--- src/rtl/ipm_distributed_sync_fifo_v1_3.sv ---
//------------------------------------------------------------------------------
// ipm_distributed_sync_fifo_v1_3
//
// Single-clock FIFO built on distributed RAM (registered write, asynchronous
// read). Pointer, count and flag control live in this module. The FIFO
// supports either a standard registered read or a first-word-fall-through
// read, runtime almost-full/almost-empty thresholds, a synchronous flush and
// one-cycle overflow/underflow error pulses. It sits in front of the DDR3
// controller command/data paths where producer and consumer share one clock.
//
// Parameters
//   ADDR_WIDTH   depth = 2**ADDR_WIDTH entries, every entry usable (4..10)
//   DATA_WIDTH   width of one entry (1..256)
//   FWFT_MODE    0 = rd_data valid the cycle after rd_en
//                1 = head word presented combinationally while not empty
//
// Ports
//   clk           single clock, rising edge
//   rst_n         asynchronous active-low reset
//   clr           synchronous flush, active-high, wins over wr_en/rd_en
//   wr_data       write data
//   wr_en         write request
//   full          FIFO holds 2**ADDR_WIDTH entries
//   almost_full   water_level >= af_level
//   overflow      one-cycle pulse: write attempted while full
//   rd_data       read data
//   rd_en         read request (pop)
//   empty         FIFO holds no entries
//   almost_empty  water_level <= ae_level
//   underflow     one-cycle pulse: read attempted while empty
//   af_level      almost-full threshold, quasi-static
//   ae_level      almost-empty threshold, quasi-static
//   water_level   current occupancy
//------------------------------------------------------------------------------
`timescale 1ns/1ps

module ipm_distributed_sync_fifo_v1_3 #(
    parameter int ADDR_WIDTH = 4,
    parameter int DATA_WIDTH = 32,
    parameter int FWFT_MODE  = 0
) (
    input  logic                  clk,
    input  logic                  rst_n,
    input  logic                  clr,
    input  logic [DATA_WIDTH-1:0] wr_data,
    input  logic                  wr_en,
    output logic                  full,
    output logic                  almost_full,
    output logic                  overflow,
    output logic [DATA_WIDTH-1:0] rd_data,
    input  logic                  rd_en,
    output logic                  empty,
    output logic                  almost_empty,
    output logic                  underflow,
    input  logic [ADDR_WIDTH:0]   af_level,
    input  logic [ADDR_WIDTH:0]   ae_level,
    output logic [ADDR_WIDTH:0]   water_level
);

    localparam int                DEPTH   = 1 << ADDR_WIDTH;
    localparam logic [ADDR_WIDTH:0] C_DEPTH = (ADDR_WIDTH + 1)'(DEPTH);

    // Storage and control state
    logic [DATA_WIDTH-1:0] r_mem [DEPTH];
    logic                  r_ready;
    logic [ADDR_WIDTH-1:0] r_wrPtr;
    logic [ADDR_WIDTH-1:0] r_rdPtr;
    logic [ADDR_WIDTH:0]   r_count;
    logic                  r_full;
    logic                  r_empty;
    logic                  r_almostFull;
    logic                  r_almostEmpty;
    logic                  r_overflow;
    logic                  r_underflow;

    // Combinational helpers
    logic                  w_wrAcc;
    logic                  w_rdAcc;
    logic [ADDR_WIDTH:0]   w_countNext;
    logic [DATA_WIDTH-1:0] w_memRdWord;

    // Reset release is retimed through one flop so that the deassertion of
    // rst_n never races the first write: the edge that sees rst_n rise only
    // sets r_ready, and the following edge is the first one that may accept
    // a write.
    always_ff @(posedge clk or negedge rst_n) begin
        if (!rst_n) begin
            r_ready <= 1'b0;
        end else begin
            r_ready <= 1'b1;
        end
    end

    // Full and empty block their own side regardless of what the other side
    // does in the same cycle; a flush blocks both sides.
    assign w_wrAcc = wr_en & ~r_full  & ~clr & r_ready;
    assign w_rdAcc = rd_en & ~r_empty & ~clr;

    // Next occupancy; a simultaneous accepted write and read cancel out.
    always_comb begin
        w_countNext = r_count;
        if (clr) begin
            w_countNext = '0;
        end else begin
            w_countNext = r_count + (ADDR_WIDTH + 1)'(w_wrAcc)
                                  - (ADDR_WIDTH + 1)'(w_rdAcc);
        end
    end

    // Distributed RAM: registered write, asynchronous read at the read
    // pointer. Contents are deliberately not reset.
    always_ff @(posedge clk) begin
        if (w_wrAcc) begin
            r_mem[r_wrPtr] <= wr_data;
        end
    end

    assign w_memRdWord = r_mem[r_rdPtr];

    // Pointers, occupancy and every flag are registered from the next count,
    // so flags change on the same edge as the count with no extra latency.
    // Thresholds are sampled every cycle, so a threshold change shows up on
    // the next edge even when the occupancy does not move.
    always_ff @(posedge clk or negedge rst_n) begin
        if (!rst_n) begin
            r_wrPtr       <= '0;
            r_rdPtr       <= '0;
            r_count       <= '0;
            r_full        <= 1'b0;
            r_empty       <= 1'b1;
            r_almostFull  <= 1'b0;
            r_almostEmpty <= 1'b1;
            r_overflow    <= 1'b0;
            r_underflow   <= 1'b0;
        end else begin
            if (clr) begin
                r_wrPtr <= '0;
                r_rdPtr <= '0;
            end else begin
                if (w_wrAcc) begin
                    r_wrPtr <= r_wrPtr + ADDR_WIDTH'(1);
                end
                if (w_rdAcc) begin
                    r_rdPtr <= r_rdPtr + ADDR_WIDTH'(1);
                end
            end
            r_count       <= w_countNext;
            r_full        <= (w_countNext == C_DEPTH);
            r_empty       <= (w_countNext == '0);
            r_almostFull  <= (w_countNext >= af_level);
            r_almostEmpty <= (w_countNext <= ae_level);
            r_overflow    <= wr_en & r_full  & ~clr;
            r_underflow   <= rd_en & r_empty & ~clr;
        end
    end

    assign full         = r_full;
    assign empty        = r_empty;
    assign almost_full  = r_almostFull;
    assign almost_empty = r_almostEmpty;
    assign overflow     = r_overflow;
    assign underflow    = r_underflow;
    assign water_level  = r_count;

    generate
        if (FWFT_MODE != 0) begin : g_fwft
            // The head entry is already sitting at the read pointer, so it is
            // presented straight out of the RAM; rd_en only advances the
            // pointer. Zero is driven while empty so that reset shows a clean
            // bus.
            assign rd_data = r_empty ? '0 : w_memRdWord;
        end else begin : g_std
            logic [DATA_WIDTH-1:0] r_rdData;

            // Standard read: capture the head entry on an accepted pop and
            // hold it otherwise, including through an underflow. A flush
            // clears the output register.
            always_ff @(posedge clk or negedge rst_n) begin
                if (!rst_n) begin
                    r_rdData <= '0;
                end else if (clr) begin
                    r_rdData <= '0;
                end else if (w_rdAcc) begin
                    r_rdData <= w_memRdWord;
                end
            end

            assign rd_data = r_rdData;
        end
    endgenerate

    // Structural invariants of the pointer/count bookkeeping.
    a_fullEmptyExclusive : assert property (
        @(posedge clk) disable iff (!rst_n) !(r_full && r_empty));

    a_countInRange : assert property (
        @(posedge clk) disable iff (!rst_n) r_count <= C_DEPTH);

    a_ptrDiffMatchesCount : assert property (
        @(posedge clk) disable iff (!rst_n)
        (r_wrPtr - r_rdPtr) == r_count[ADDR_WIDTH-1:0]);

    a_flagsMatchCount : assert property (
        @(posedge clk) disable iff (!rst_n)
        (r_full == (r_count == C_DEPTH)) && (r_empty == (r_count == '0)));

endmodule

--- config.mk ---
export PLATFORM = sky130hd
export DESIGN_NAME = ipm_distributed_sync_fifo_v1_3
export DESIGN_NICKNAME = d
export VERILOG_FILES = /design/src/rtl/ipm_distributed_sync_fifo_v1_3.sv
export SDC_FILE = /design/constraint.sdc
export NUM_CORES = 1
export LEC_CHECK = 0
export CORE_AREA = 2 2 298 300
export CTS_CLUSTER_SIZE = 28
export DETAILED_ROUTE_END_ITERATION = 12
export DIE_AREA = 0 0 300 302
export HOLD_SLACK_MARGIN = 0.1
export PLACE_DENSITY = 0.47
export SLEW_MARGIN = 0
export SYNTH_ARGS = -nofsm -noshare
export SYNTH_HDL_FRONTEND = slang
export SYNTH_SLANG_ARGS = --single-unit
--- constraint.sdc ---
create_clock -name clk -period 9.1 [get_ports clk]
set_input_delay 1.82 -clock clk [delete_from_list [all_inputs] [get_ports clk]]
set_output_delay 1.82 -clock clk [all_outputs]
set_load 0.02 [all_outputs]
==> results of run 1 <==
## cells by family (layout without fill, tap and decap cells)
kind of cell    after synthesis  after routing  share of synthesized area
flops                       564            564                      0.767
mux                         142            142                      0.140
simple gates                135            135                     0.0285
compound gates               93             93                     0.0307
buf+inv                      70            250                     0.0185
fa+ha+maj                    21             21                     0.0124
xor+xnor                      8              8                    0.00322
other cells                   1              1                   0.000172
## layout make-up
cell class | instances | area share
clock buffer | 84 | 0.0622
timing repair buffer | 122 | 0.0437
tap | 1165 | 0.0561
clock inverter | 22 | 0.00968
inverter | 22 | 0.00318
multi-input combinational | 400 | 0.183
sequential | 564 | 0.642
## critical path, stage by stage
cell and delay (ns):
clkdlybuf4s50_1 0.94, nor4bb_1 1.10, inv_2 0.26, ha_1 0.37, inv_1 0.04, ha_1 0.20, fa_1 0.43, a21o_1 0.19
a21oi_1 0.16, xnor2_1 0.10, nor2_1 0.27, ha_1 0.32, and4_1 0.15, nand2_1 0.07, o211ai_1 0.08
## sequential cells by signal, indices dropped and copies added, names as in the netlist, 4 cells and up
name / flops
r_mem: 512
rd_data: 32
water_level: 5
r_rdPtr: 4
r_wrPtr: 4
## routing by layer
| layer | vias to the layer above | share of wire |
|---|---|---|
| met3 | 75 | 0.052 |
| met1 | 5541 | 0.43 |
| met4 | 6 | 0.024 |
| met5 | - | 0.00078 |
| li1 | 4492 | - |
| met2 | 223 | 0.49 |
## how the worst max path moves through the flow
stage          slack [ns]  startpoint           end  depth (start not counted)
2_1_floorplan        3.22         clr   r_mem[3][0]                          4
4_1_cts              3.13         clr  almost_empty                         15
3_5_place_dp         2.48         clr  almost_empty                         15
3_3_place_gp         2.61         clr  almost_empty                         15
5_1_grt              2.71         clr  almost_empty                         15
6_report             3.12         clr  almost_empty                         15
## power by group through the flow
stage	logic, mW	registers (mW)	clock network, mW
finish	0.899	2.98	2.34
global route	0.984	2.99	2.51
detailed placement	0.919	3.04	0
floorplan	0.637	3.02	0
global placement	0.914	3.04	0
CTS	0.924	2.98	2.41
## cell usage after synthesis, drive strengths merged, types with 2 or more instances
| library cell | instances |
|---|---|
| inv | 22 |
| nor3 | 6 |
| nor4 | 6 |
| nand2 | 81 |
| nand4 | 2 |
| a21oi | 19 |
| dfrtp | 50 |
| a22o | 14 |
| nor2b | 4 |
| nor2 | 21 |
| nor3b | 2 |
| a22oi | 36 |
| nand2b | 3 |
| clkbuf | 12 |
| a21o | 2 |
| dfstp | 2 |
| o21ai | 18 |
| and2 | 4 |
| xor2 | 3 |
| mux4 | 128 |
| xnor2 | 5 |
| ha | 20 |
| edfxtp | 512 |
| buf | 36 |
| mux2i | 14 |
## stage by stage
step | setup WS (ns) | hold slack [ns]
finish | 3.12 | 0.488
global route | 2.71 | 0.539
CTS | 3.13 | 0.494
detailed placement | 2.48 | 0.480
global placement | 2.61 | 0.477
floorplan | 3.22 | 0.512
==> metrics.csv, run 1 <==
metric,value,unit
initial_core_util,0.248,
hold_viol_final,0,
syn_inst,1034,
htree_levels,2,
die_h,302,microns
synth_top_area_frac,0.707,
design_area,26000,sq um
seq_power_share,0.479,
drt_iter0_drc,590,
place_congestion,0.706,
global_route.usage.total,0.117,
maxSlewViolCount,0,
final.min_clock_period,5.98,ns
portBuffers,89,
top_usage_layer,met2,
cts_buffer_depth,3,
fillCellCount,8575,
antenna_found_initial,3,
r2r_cells,14,
multi_input_area,4760,sq um
stdcell_count,2379,
met1_usage,0.151,
power.internal,4.71,mW
maxCapViolCount,0,
fmax,167,MHz
seq_area_frac_synth,0.767,
dp.cells,2273,
crit_path_max_fanout,23,
grt.met3_usage,0.0256,
die_x,300,microns
final_util,0.297,
fin_nets,1235,
avgSynthCellArea,21.0,sq um
yosysUniqueCellTypes,50,
finalPower,6.21,mW
vdd_ir_drop_max,0.150,mV
core,87600,sq um
rsz0062_at_grt,no,
required,9.63,ns
endpoint_kind,register,
cts_hold_buf,0,
gr-total-overflow,0,
wl_per_cell,22.2,microns
synth_edf_count,512,
hpwl,27400,microns
hold_end,rd_data[9],
viasPerCell,4.35,
drc,0,
static-leakage-power,8.36,nW
clock_sinks,564,
p_sw,1.51,mW
numCtsBuffers,57,
via_count,10300,
combPwrFrac,0.145,
hold-path-cell-count,2,
cts_tree,yes,
power_density,239,nW/um^2
drt_wl_total,52800,microns
fin_skew,0.0179,ns
ys_ff_latch,564,
crit_path_start_kind,input pin,
post-route-period-util,0.658,
clk_pin_slew,0.06,ns
root_buffer,clkbuf_16,
placed_area,24100,sq um
pin_count,90,
ant_nets,0,
post_cts_resized,0,
layout.cells.most_common,edfxtp_1,
ys_top_cells_by_area,"edfxtp_1 (71%), mux4_2 (13%), dfrtp_1 (5.8%)",
grtUsageMet2,0.196,
die-area,90600,sq um
status,"complete, no violations",
n_antenna_cell,0,
first_global_vias,11100,
ys.flop_type,edfxtp_1,
worst_pin_slew,1.08,ns
async_flop_share,0.0922,
num_rows,109,
post-cts-setup-buffers,0,
ff_latch_area,16700,sq um
relSlewSlack,0.277,
grt_max_degree,54,
netSwitchingFraction,0.243,
synth_area,21700,sq um
r2r_setup_slack,5.05,ns
ys_warn_count,0,
insertion_delay,0.61,ns
hp-class,register to register,
critPathArrivalTime,6.52,ns
mostFrequentLayoutCells,"edfxtp_1 (512), mux4_2 (125), clkdlybuf4s50_1 (88)",
crit_type,input pin to register,
syn-num-nets,1102,
reg2reg_from,full,
hp-start,rd_data[9],
setup_viol,0,
areaGrowthSynthToFinish,19.5,%
synth_top_cell_by_area,edfxtp_1,
first_pass_iters,5,
setup_tns,0,ns
grt_pass1_wl,76800,microns
drive_gt1_frac,0.227,
rr_endpoint,almost_empty,
p_clk_frac,0.376,
(Power assumes the default switching activity.)
==> run 2: changes to the inputs <==
==> constraint.sdc (replaced) <==
create_clock -name clk -period 5.9 [get_ports clk]
set_input_delay 1.18 -clock clk [delete_from_list [all_inputs] [get_ports clk]]
set_output_delay 1.18 -clock clk [all_outputs]
set_load 0.02 [all_outputs]
==> run 2 against run 1 <==
Flip-flop and latch count unchanged; sequential share of layout area about the same; worst hold slack better by 0.013 ns; clock skew up 0.00055 ns; first-iteration DRC count up 20%; sequential power up 54%; routed wire length down 1.7%; design area about the same; via count down 0.80%; critical path type unchanged.
==> metrics.csv, run 2 (synthesis gave the netlist of run 1 again) <==
metric,value,unit
hold_viol_final,0,
static-leakage-power,8.37,nW
cpMostUsedCell,ha_1,
p_sw,2.35,mW
gr-total-overflow,0,
relSlewSlack,0.346,
drive_gt1_frac,0.232,
crit_path_start_kind,input pin,
largest-register,r_mem,
maxSlewViolCount,0,
placed_area,24200,sq um
antenna_found_initial,2,
areaGrowthSynthToFinish,19.6,%
worst_pin_slew,0.981,ns
dp.cells,2277,
grt_pass1_wl,76500,microns
crit_path_max_fanout,23,
via_count,10300,
status,"complete, no violations",
cts_hold_buf,0,
layout.cells.most_common,edfxtp_1,
power_density,367,nW/um^2
root_buffer,clkbuf_16,
place_congestion,0.701,
viasPerCell,4.30,
drt_wl_total,51900,microns
cts_buffer_depth,3,
portBuffers,89,
n_antenna_cell,0,
fin_skew,0.0184,ns
final_util,0.297,
dr.max_layer_used,met4,
cts_tree,yes,
power.internal,7.20,mW
required,6.43,ns
drt_iter0_drc,709,
insertion_delay,0.60,ns
drc,0,
wl_per_cell,21.8,microns
first_pass_iters,4,
largest_reg_flops,512,
critPathArrivalTime,4.93,ns
post-cts-setup-buffers,0,
crit_type,input pin to register,
netSwitchingFraction,0.246,
clk_pin_slew,0.06,ns
post_cts_resized,0,
cp_num_buf_inv,5,
core,87600,sq um
ant_nets,0,
num_rows,109,
global_route.usage.total,0.115,
dr_wl_met3,2090,microns
combPwrFrac,0.145,
htree_levels,2,
fin_hold_ws,0.501,ns
pin_count,90,
p_clk_frac,0.374,
setup_tns,0,ns
vdd_ir_drop_max,0.222,mV
maxCapViolCount,0,
path_delay_family,adder cells,
numCtsBuffers,57,
stdcell_count,2384,
fmax,227,MHz
clock_sinks,564,
endpoint_kind,register,
mostFrequentLayoutCells,"edfxtp_1 (512), mux4_2 (125), clkdlybuf4s50_1 (88)",
route.met2.wl,25500,microns
seq_power_share,0.481,
fin_nets,1239,
design_area,26000,sq um
met1Wirelength,23200,microns
final.min_clock_period,4.40,ns
rsz0062_at_grt,no,
hpwl,28400,microns
setup_ws,1.50,ns
finalPower,9.55,mW
die-area,90600,sq um
post-route-period-util,0.746,
slowest_stage,nor4bb_1,
initial_core_util,0.248,
setup_viol,0,
die_x,300,microns
cp_slowest_stage_delay,0.49,ns
place_ws,0.871,ns
grt_max_degree,55,
die_h,302,microns
first_global_vias,11100,
hp-class,register to register,
path_cells,"clkdlybuf4s50_1, buf_4, nor4bb_1, buf_4, inv_2, ha_1, inv_1, ha_1, fa_1, a21o_1, a21oi_1, xnor2_1, nor2_1, ha_1, and4_1, nand2_1, o211ai_1",
-- run 2: changes by cell type in the layout (fill, tap and decap cells not counted) --
cell | before | now
clkbuf_8 | 9 | 6
clkinv_1 | 9 | 3
buf_4 | 34 | 37
clkinv_2 | 3 | 9
inv_6 | 2 | 0
clkinvlp_4 | 2 | 3
inv_16 | 1 | 2
clkbuf_1 | 18 | 22
buf_12 | 0 | 1
bufinv_16 | 5 | 4
clkinv_4 | 0 | 1
-- run 2: cell type report --
cell class | instances | area [sq um]
Tap cell | 1165 | 1460
Inverter | 22 | 82.6
Multi-Input combinational cell | 400 | 4760
Fill cell | 8538 | 61600
Clock inverter | 22 | 248
Timing Repair Buffer | 126 | 1180
Clock buffer | 85 | 1590
Sequential cell | 564 | 16700
-- run 2: worst register-to-register path, cell delays in order (launching register included) --
cell and delay, ns:
dfrtp_1 0.39, nor4bb_1 0.48, buf_4 0.24, inv_2 0.10, ha_1 0.29, inv_1 0.04, ha_1 0.20, fa_1 0.44
a21o_1 0.20, a21oi_1 0.17, xnor2_1 0.11, nor2_1 0.25, ha_1 0.30, and4_1 0.15, nand2_1 0.06, o211ai_1 0.08
-- run 2: final timing paths --
check,start,endpoint,slack (ns),depth (start not counted)
setup / recovery,clr,almost_empty,1.50,17
max in group asynchronous,rst_n,r_rdPtr[0],4.43,1
setup reg to reg,full,almost_empty,2.33,15
hold / removal,rd_data[9],rd_data[9],0.50,2
min in group asynchronous,rst_n,rd_data[23],0.73,1
hold reg to reg,rd_data[9],rd_data[9],0.50,2
-- run 2: metal layers --
layer,GRT usage,vias up
met1,0.152,5522
met3,0.0213,64
met2,0.195,182
li1,-,4486
met5,0,-
met4,0.0317,0
-- run 2: power groups by stage --
stage	registers, mW	logic (mW)	clock network (mW)
final	4.59	1.39	3.57
after global routing	4.62	1.53	3.82
after CTS	4.61	1.43	3.66
after detailed placement	4.69	1.43	0
after global placement	4.69	1.42	0
after floorplan	4.66	0.982	0
==> run 3: changes to the inputs <==
==> constraint.sdc (replaced) <==
create_clock -name clk -period 4.2 [get_ports clk]
set_input_delay 0.84 -clock clk [delete_from_list [all_inputs] [get_ports clk]]
set_output_delay 0.84 -clock clk [all_outputs]
set_load 0.02 [all_outputs]
==> run 3 against run 2 <==
Clock skew increased by 0.0050 ns; largest power group unchanged; design area is 0.41% higher; largest cell class unchanged; cell count increased by 0.29%; highest routed layer is now met5; flip-flop and latch count unchanged; power increased by 39%; die area stayed put.
==> metrics.csv, run 3 (synthesis gave the netlist of run 1 again) <==
metric,value,unit
endpoint,almost_empty,
n_antenna_cell,0,
status,"complete, no violations",
place_congestion,0.705,
largest_reg_flops,512,
post_cts_resized,0,
cp_slowest_stage_delay,0.53,ns
relSlewSlack,0.377,
drt_iter0_drc,664,
post-cts-setup-buffers,0,
fmax,273,MHz
pin_count,90,
p_clk_frac,0.367,
clk_pin_slew,0.06,ns
grt_max_degree,53,
crit_path_start_kind,input pin,
root_buffer,clkbuf_16,
hp-class,input pin to asynchronous set/reset pin,
portBuffers,89,
maxSlewViolCount,0,
die_h,302,microns
clock_sinks,564,
ff_latch_area,16700,sq um
rr_endpoint,almost_empty,
cts_buffer_depth,3,
core,87600,sq um
required,4.71,ns
cpMostUsedCell,ha_1,
wl_per_cell,21.9,microns
fin_nets,1247,
combPwrFrac,0.150,
via_count,10300,
netSwitchingFraction,0.248,
numCtsBuffers,56,
first_pass_iters,5,
largest-register,r_mem,
slowest_stage,nor4bb_1,
reg2reg_from,full,
global_route.usage.total,0.115,
die_x,300,microns
fin_skew,0.0234,ns
worst_pin_slew,0.935,ns
fillCellCount,8558,
hold_viol_final,0,
ant_nets,0,
cts_tree,yes,
place_ws,-0.0193,ns
setup_viol,0,
mostFrequentLayoutCells,"edfxtp_1 (512), mux4_2 (125), clkdlybuf4s50_1 (88)",
endpoint_kind,register,
insertion_delay,0.61,ns
htree_levels,2,
final.min_clock_period,3.66,ns
post-route-period-util,0.871,
p_sw,3.31,mW
areaGrowthSynthToFinish,20.1,%
crit_path_max_fanout,3,
layout.cells.most_common,edfxtp_1,
power_density,510,nW/um^2
r2r_cells,14,
drc,0,
stdcell_count,2391,
rsz0062_at_grt,no,
drt_wl_total,52300,microns
power.internal,10.0,mW
setup_ws,0.540,ns
maxCapViolCount,0,
static-leakage-power,8.41,nW
vdd_ir_drop_max,0.288,mV
drive_gt1_frac,0.239,
hpwl,28900,microns
antenna_found_initial,4,
multi_input_area,4760,sq um
setup_tns,0,ns
seq_power_share,0.484,
initial_core_util,0.248,
path_cells,"clkdlybuf4s50_1, nor4bb_1, inv_2, ha_1, inv_1, ha_1, fa_1, a21o_1, a21oi_1, xnor2_1, nor2_1, ha_1, and4_1, nand2_1, o211ai_1",
cts_hold_buf,0,
grt_pass1_wl,76200,microns
first_global_vias,11000,
critical_path.startpoint,clr,
crit_type,input pin to register,
gr-total-overflow,0,
die-area,90600,sq um
num_rows,109,
viasPerCell,4.30,
r2r_setup_slack,0.85,ns
critPathArrivalTime,4.17,ns
dp.cells,2286,
-- run 3: cell count changes in the layout (fill, tap and decap cells not counted), sizes merged --
cell    previous run  this run
clkinv            13        25
clkbuf            85        71
buf               38        47
-- run 3: power groups by stage --
stage | Sequential (mW) | Clock [mW] | Combinational (mW)
final | 6.45 | 4.89 | 1.99
after global routing | 6.47 | 5.21 | 2.19
after CTS | 6.46 | 5.02 | 2.04
after detailed placement | 6.57 | 0 | 2.04
after global placement | 6.58 | 0 | 2.03
after floorplan | 6.55 | 0 | 1.38
-- run 3: worst max-delay path: cells and delay by family --
| kind | cells | cell delay [ns] |
|---|---|---|
| compound gates | 3 | 0.43 |
| xor+xnor | 1 | 0.10 |
| buf+inv | 3 | 0.58 |
| simple gates | 4 | 0.99 |
| fa+ha+maj | 4 | 1.23 |
-- run 3: worst min path at each step --
stage | cells past startpoint | slack [ns] | endpoint | start
2_1_floorplan | 1 | 0.51 | r_wrPtr[0] | r_wrPtr[0]
3_3_place_gp | 2 | 0.48 | rd_data[9] | rd_data[9]
3_5_place_dp | 2 | 0.49 | rd_data[5] | rd_data[5]
4_1_cts | 1 | 0.39 | rd_data[19] | rst_n
5_1_grt | 1 | 0.41 | rd_data[19] | rst_n
6_report | 1 | 0.37 | rd_data[19] | rst_n
-- run 3: final cells by class --
type,instances,area share
multi-input cells,400,0.182
clock buffers,71,0.0570
inverters,22,0.00316
well taps,1165,0.0558
flip-flops and latches,564,0.639
clock inverters,34,0.0112
repair buffers,135,0.0516
-- run 3: metrics by stage --
stage | utilization | cell area [sq um] | hold slack [ns] | power [mW]
2_1_floorplan | - | 21700 | 0.512 | 7.93
3_3_place_gp | 0.278 | 24300 | 0.482 | 8.61
6_report | 0.298 | 26100 | 0.365 | 13.3
4_1_cts | 0.298 | 26100 | 0.387 | 13.5
5_1_grt | 0.298 | 26100 | 0.407 | 13.9
3_5_place_dp | 0.278 | 24300 | 0.486 | 8.61
-- run 3: routing by layer --
layer	routed length (microns)	share of wire	vias to the layer above	track usage
met1	22300	0.43	5505	0.144
met3	2310	0.044	75	0.0236
met2	26500	0.51	187	0.202
met5	41	0.00078	-	0
met4	1220	0.023	6	0.0329
li1	-	-	4516	-
